File: config.mk
export PLATFORM = sky130hd
export DESIGN_NAME = dsp_result_buffer
export DESIGN_NICKNAME = d
export VERILOG_FILES = /design/src/rtl/dsp_pkg.sv /design/src/rtl/sync_fifo.sv /design/src/rtl/dsp_result_buffer.sv
export SDC_FILE = /design/constraint.sdc
export NUM_CORES = 1
export LEC_CHECK = 0
export CORE_MARGIN = 2
export CORE_UTILIZATION = 55
export CTS_CLUSTER_DIAMETER = 150
export DETAILED_ROUTE_END_ITERATION = 12
export PLACE_DENSITY = 0.8
export SLEW_MARGIN = 20
export SYNTH_ARGS = -nofsm -noshare
export SYNTH_HDL_FRONTEND = slang
export SYNTH_SLANG_ARGS = --single-unit
File: constraint.sdc
create_clock -name clk -period 5.5 [get_ports clk]
set_input_delay 0.55 -clock clk [delete_from_list [all_inputs] [get_ports clk]]
set_output_delay 0.55 -clock clk [all_outputs]
set_load 0.02 [all_outputs]
File: src/rtl/dsp_pkg.sv
// Shared DSP datapath definitions: default slice widths and a signed saturation helper
// usable by any stage that narrows a wide signed value.
package dsp_pkg;

    localparam int DSP_P_W   = 48;
    localparam int DSP_OUT_W = 32;
    localparam int SAT_MAX_W = 64;

    typedef struct packed {
        logic                        sat;
        logic signed [SAT_MAX_W-1:0] word;
    } sat_t;

    // Clamp value to the signed range of out_w bits; word comes back sign-extended.
    // Valid for 1 < out_w < SAT_MAX_W.
    function automatic sat_t sat_signed(input logic signed [SAT_MAX_W-1:0] value,
                                        input int out_w);
        logic signed [SAT_MAX_W-1:0] hi;
        logic signed [SAT_MAX_W-1:0] lo;
        sat_t                        r;
        hi = (64'sd1 <<< (out_w - 1)) - 64'sd1;
        lo = -hi - 64'sd1;
        if (value > hi) begin
            r.sat  = 1'b1;
            r.word = hi;
        end else if (value < lo) begin
            r.sat  = 1'b1;
            r.word = lo;
        end else begin
            r.sat  = 1'b0;
            r.word = value;
        end
        return r;
    endfunction

endpackage

File: src/rtl/sync_fifo.sv
// Single-clock FIFO with wrap-bit pointers; level is the pointer difference.
// A push while full is accepted only when a pop frees the head in the same cycle.
module sync_fifo #(
    parameter int WIDTH = 33,
    parameter int DEPTH = 4
) (
    input  logic                     clk,
    input  logic                     rst,
    input  logic                     push,
    input  logic                     pop,
    input  logic [WIDTH-1:0]         wdata,
    output logic [WIDTH-1:0]         rdata,
    output logic                     empty,
    output logic                     full,
    output logic [$clog2(DEPTH):0]   level
);

    localparam int AW = $clog2(DEPTH);

    logic [WIDTH-1:0] r_mem [DEPTH];
    logic [AW:0]      r_wr;
    logic [AW:0]      r_rd;
    logic             w_push;
    logic             w_pop;

    assign level  = r_wr - r_rd;
    assign empty  = (level == '0);
    assign full   = (level == (AW+1)'(DEPTH));
    assign w_pop  = pop & ~empty;
    assign w_push = push & (~full | w_pop);

    // Storage is not reset; rdata is forced to zero while empty instead.
    always_ff @(posedge clk) begin
        if (w_push)
            r_mem[r_wr[AW-1:0]] <= wdata;
    end

    always_ff @(posedge clk) begin
        if (rst) begin
            r_wr <= '0;
            r_rd <= '0;
        end else begin
            if (w_push)
                r_wr <= r_wr + 1'b1;
            if (w_pop)
                r_rd <= r_rd + 1'b1;
        end
    end

    assign rdata = empty ? '0 : r_mem[r_rd[AW-1:0]];

endmodule

File: src/rtl/dsp_result_buffer.sv
// Accumulates/saturates DSP slice results and buffers them behind a valid/ready port.
// The slice cannot stall, so words arriving at a full buffer are dropped and flagged.
module dsp_result_buffer
    import dsp_pkg::*;
#(
    parameter int IN_W  = DSP_P_W,
    parameter int OUT_W = DSP_OUT_W,
    parameter int GUARD = 8,
    parameter int DEPTH = 4
) (
    input  logic                        clk,
    input  logic                        rst,
    input  logic                        in_valid,
    input  logic signed [IN_W-1:0]      in_data,
    input  logic                        in_last,
    input  logic                        mode_acc,
    output logic                        out_valid,
    output logic [OUT_W-1:0]            out_data,
    output logic                        out_sat,
    input  logic                        out_ready,
    output logic [$clog2(DEPTH):0]      level,
    output logic                        overflow
);

    localparam int ACC_W = IN_W + GUARD;

    logic signed [ACC_W-1:0] r_acc;
    logic signed [ACC_W-1:0] w_sum;
    logic                    w_close;
    logic                    w_full;
    logic                    w_empty;
    logic                    w_pop;
    logic                    w_push;
    logic                    r_ovf;
    sat_t                    w_sat;
    logic                    w_unused_hi;

    assign w_sum   = r_acc + ACC_W'(in_data);
    // Pass-through mode closes every beat, folding in any leftover partial sum.
    assign w_close = in_valid & (~mode_acc | in_last);

    always_ff @(posedge clk) begin
        if (rst)
            r_acc <= '0;
        else if (in_valid)
            r_acc <= w_close ? '0 : w_sum;
    end

    assign w_sat       = sat_signed(SAT_MAX_W'(w_sum), OUT_W);
    assign w_unused_hi = ^w_sat.word[SAT_MAX_W-1:OUT_W];

    assign out_valid = ~w_empty;
    assign w_pop     = out_valid & out_ready;
    assign w_push    = w_close & (~w_full | w_pop);

    always_ff @(posedge clk) begin
        if (rst)
            r_ovf <= 1'b0;
        else if (w_close & w_full & ~w_pop)
            r_ovf <= 1'b1;
    end

    assign overflow = r_ovf;

    sync_fifo #(
        .WIDTH (OUT_W + 1),
        .DEPTH (DEPTH)
    ) u_fifo (
        .clk   (clk),
        .rst   (rst),
        .push  (w_push),
        .pop   (w_pop),
        .wdata ({w_sat.sat, w_sat.word[OUT_W-1:0]}),
        .rdata ({out_sat, out_data}),
        .empty (w_empty),
        .full  (w_full),
        .level (level)
    );

endmodule
==> flow_metrics.tcl <==
set metrics [dict create \
    syn_area_um2 12200 \
    p_total_w 0.00466 \
    syn_inst 1174 \
    clock-sinks 197 \
    r2r_cells 15 \
    crit_type "input port to flop" \
    hold_end "overflow" \
    rsz0062_at_grt "no" \
    fmax_ghz 0.207 \
    cp_slowest_cell "or4_1" \
    grt-ovfl-total 0 \
    core-area_um2 21800 \
    r2r_slack_ns 0.89 \
    yosys.area.top_type "edfxtp_1" \
    synth_area_leaders "edfxtp_1 (33%), dfxtp_1 (11%), ha_1 (6.3%), mux4_2 (6.1%), nand2_1 (4.3%)" \
    numPortBuffers 91 \
    rr_startpoint "r_acc[0]" \
    syn_nets 1291 \
    antenna_left 0 \
    pin_count 92 \
    seq_area_frac_synth_pct 43.3 \
    cpLargestDelayFamily "simple AND/OR/NAND/NOR gates" \
    syn_to_final_growth_pct 13.6 \
    die_area_um2 23300 \
    drive_gt1_share_pct 12.0 \
    required_ns 5.62 \
    synth_top_cell_area_share_pct 32.6 \
    worstMarginPinSlew_ns 0.937 \
    die_w_um 153 \
    worstReg2RegEnd "u_fifo.r_mem[2][1]" \
    slew_headroom_pct 37.1 \
    ys_async_sr_fraction_pct 0 \
    grt_pass1_vias 9508 \
    finalNetCount 1354 \
    cts_root_buf "clkbuf_16" \
    vias 9731 \
    via_per_inst 6.36 \
    endpoint_kind "flop" \
    setup_viol 0 \
    grt_pass1_wl_mm 50.0 \
    synth_cell_types 85 \
    cts.clk_slew.worst_paths_ns 0.08 \
    critPathLaunchType "input port" \
    outcome "completed" \
    power_density_nw_per_um2 337 \
    cts_resized 0 \
    worstHoldPathCells 2 \
    drt_iter0_markers 798 \
    h-tree-depth 4 \
    critical_path_buf_inv_count 3 \
    post_cts_buffers 0 \
    period_minus_slack_ns 4.83 \
    clock_latency_ns 0.45 \
    ys_ff_latch 197 \
    cts_made_buffers 17 \
    routedWlPerCell_um 20.4 \
    wl_mm 31.2 \
    cts_max_path_buffers 2 \
    hold_buffers 0 \
    vdd_ir_drop_max_mv 0.218 \
    cap_violations 0 \
    antenna_found_initial 0 \
    fin_setup_tns_ns 0 \
    synth_edf_count 132 \
    drc_errors 0 \
    syn_avg_cell_area_um2 10.4 \
    gp_congestion 0.953 \
    dp_hpwl_mm 22.0 \
    hold_violations 0 \
    path_max_fanout 32 \
    p_leak_nw 5.09 \
    arrival_ns 4.95 \
    drtPass1Iterations 8 \
    yosys_warnings 0 \
    finalClockSkew_ns 0.0161 \
    hold_path.class "flop to flop" \
    ys.flop_type "edfxtp_1" \
    start_util_pct 55.9 \
    diodes 0 \
    dieHeight_um 153 \
    critPathMaxStageDelay_ns 0.50 \
    placementRows 54 \
    fin_crit_sh_pct 87.9 \
    grt_usage_pct 26.9 \
    path_cells "clkdlybuf4s50_1 > ha_1 > inv_1 > fa_1 > nand2b_1 > a21oi_2 > o2111ai_1 > a31oi_1 > o311a_2 > o211ai_1 > and3_1 > or4_1 > or3_4 > nor4_4 > buf_12 > o221ai_1" \
    final_max_slew_viol_count 0 \
    cts_tree "yes" \
    min_from "overflow" \
    grt_max_degree 65 \
]
## per-layer routing
metal  GRT usage [%]  share of wire [%]
met1            34.8                 41
met2            45.8                 50
met3            3.90                6.0
met4            10.8                3.4
met5               0                  0
## tightest hold or removal path: stages (launching register included)
cell and delay (ns):
dfxtp_1 0.33, a31oi_1 0.04, nor2_1 0.07
## kinds of logic (layout without fill, tap and decap cells)
logic type,count (synthesis),count (layout),share of synthesized area (%)
muxes,39,39,6.63
AOI/OAI and AO/OA,304,304,18.7
buffers and inverters,84,160,3.70
DFF,197,197,43.3
adders and majority gates,63,63,6.61
xor gates and xnor gates,43,43,3.16
and+or+nand+nor,444,444,17.9
## power by group
| part | internal [W] | switching (W) | total [W] |
|---|---|---|---|
| sequential | 0.00169 | 0.0000771 | 0.00177 |
| clock | 0.000619 | 0.000642 | 0.00126 |
| combinational | 0.000767 | 0.000856 | 0.00162 |
## worst max-delay path by stage
stage / slack, ns / from / end / depth (start not counted)
global route: 0.52 / in_data[0] / u_fifo.r_mem[2][1] / 16
detailed placement: 0.32 / in_data[0] / u_fifo.r_mem[0][1] / 16
finish: 0.67 / in_data[0] / u_fifo.r_mem[2][1] / 16
floorplan: 1.22 / in_data[29] / u_fifo.r_mem[0][10] / 14
global placement: 0.48 / in_data[0] / u_fifo.r_mem[0][0] / 16
CTS: 0.71 / in_data[0] / u_fifo.r_mem[2][1] / 16
## placed cells by master (no fill, tap or decap), types with 6 or more instances in the layout
master | netlist | layout
o21bai_1 | 10 | 10
mux4_2 | 33 | 33
clkdlybuf4s50_1 | 0 | 90
or3_1 | 11 | 11
nand4_1 | 25 | 25
a22oi_1 | 48 | 48
xor2_1 | 20 | 19
and2_1 | 39 | 39
o211ai_1 | 13 | 13
a31oi_1 | 8 | 8
o21ai_0 | 37 | 37
o221ai_2 | 29 | 29
nand3_1 | 16 | 15
nor2_1 | 118 | 117
inv_1 | 17 | 17
edfxtp_1 | 132 | 132
nor4_1 | 10 | 10
nor3_1 | 13 | 13
o21ai_1 | 9 | 9
a21o_1 | 15 | 15
nand2b_1 | 17 | 17
o21a_1 | 9 | 9
o31ai_1 | 6 | 6
and3_1 | 17 | 17
nand2_1 | 139 | 139
xnor2_1 | 22 | 22
ha_1 | 61 | 61
buf_4 | 1 | 16
dfxtp_1 | 65 | 63
nor2b_1 | 6 | 6
clkbuf_16 | 0 | 17
a21oi_1 | 75 | 75
## flip-flops by register name, summed over array words and instances (netlist names), named ones only
name and cells:
u_fifo.r_mem 132, u_fifo.r_wr 3, r_acc 56, overflow 1
u_fifo.r_rd 3
## stage by stage
stage / setup slack, ns / util (%) / hold WS, ns / instances / area [µm²]
global route: 0.518 / 63.5 / 0.499 / 1530 / 13800
global placement: 0.483 / 60.7 / 0.452 / 1498 / 13200
finish: 0.668 / 63.5 / 0.470 / 1530 / 13800
floorplan: 1.22 / - / 0.449 / 1174 / 12200
detailed placement: 0.319 / 60.7 / 0.455 / 1498 / 13200
CTS: 0.710 / 63.5 / 0.473 / 1530 / 13800
## synthesized netlist by cell type, types with 20 or more instances
library cell / count
mux4_2: 33
clkbuf_1: 37
nor2_1: 118
o21ai_0: 37
xnor2_1: 22
o221ai_2: 29
dfxtp_1: 65
ha_1: 61
a21oi_1: 75
and2_1: 39
nand2_1: 139
nand4_1: 25
a22oi_1: 48
edfxtp_1: 132
xor2_1: 20
## cell type report
cell class,count,area (µm²)
Sequential cell,197,5270
Clock inverter,15,170
Clock buffer,17,425
Multi-Input combinational cell,893,6460
Tap cell,280,350
Fill cell,1634,7940
Inverter,19,71.3
Timing Repair Buffer,109,1070
Power figures use the tool's default switching activity.
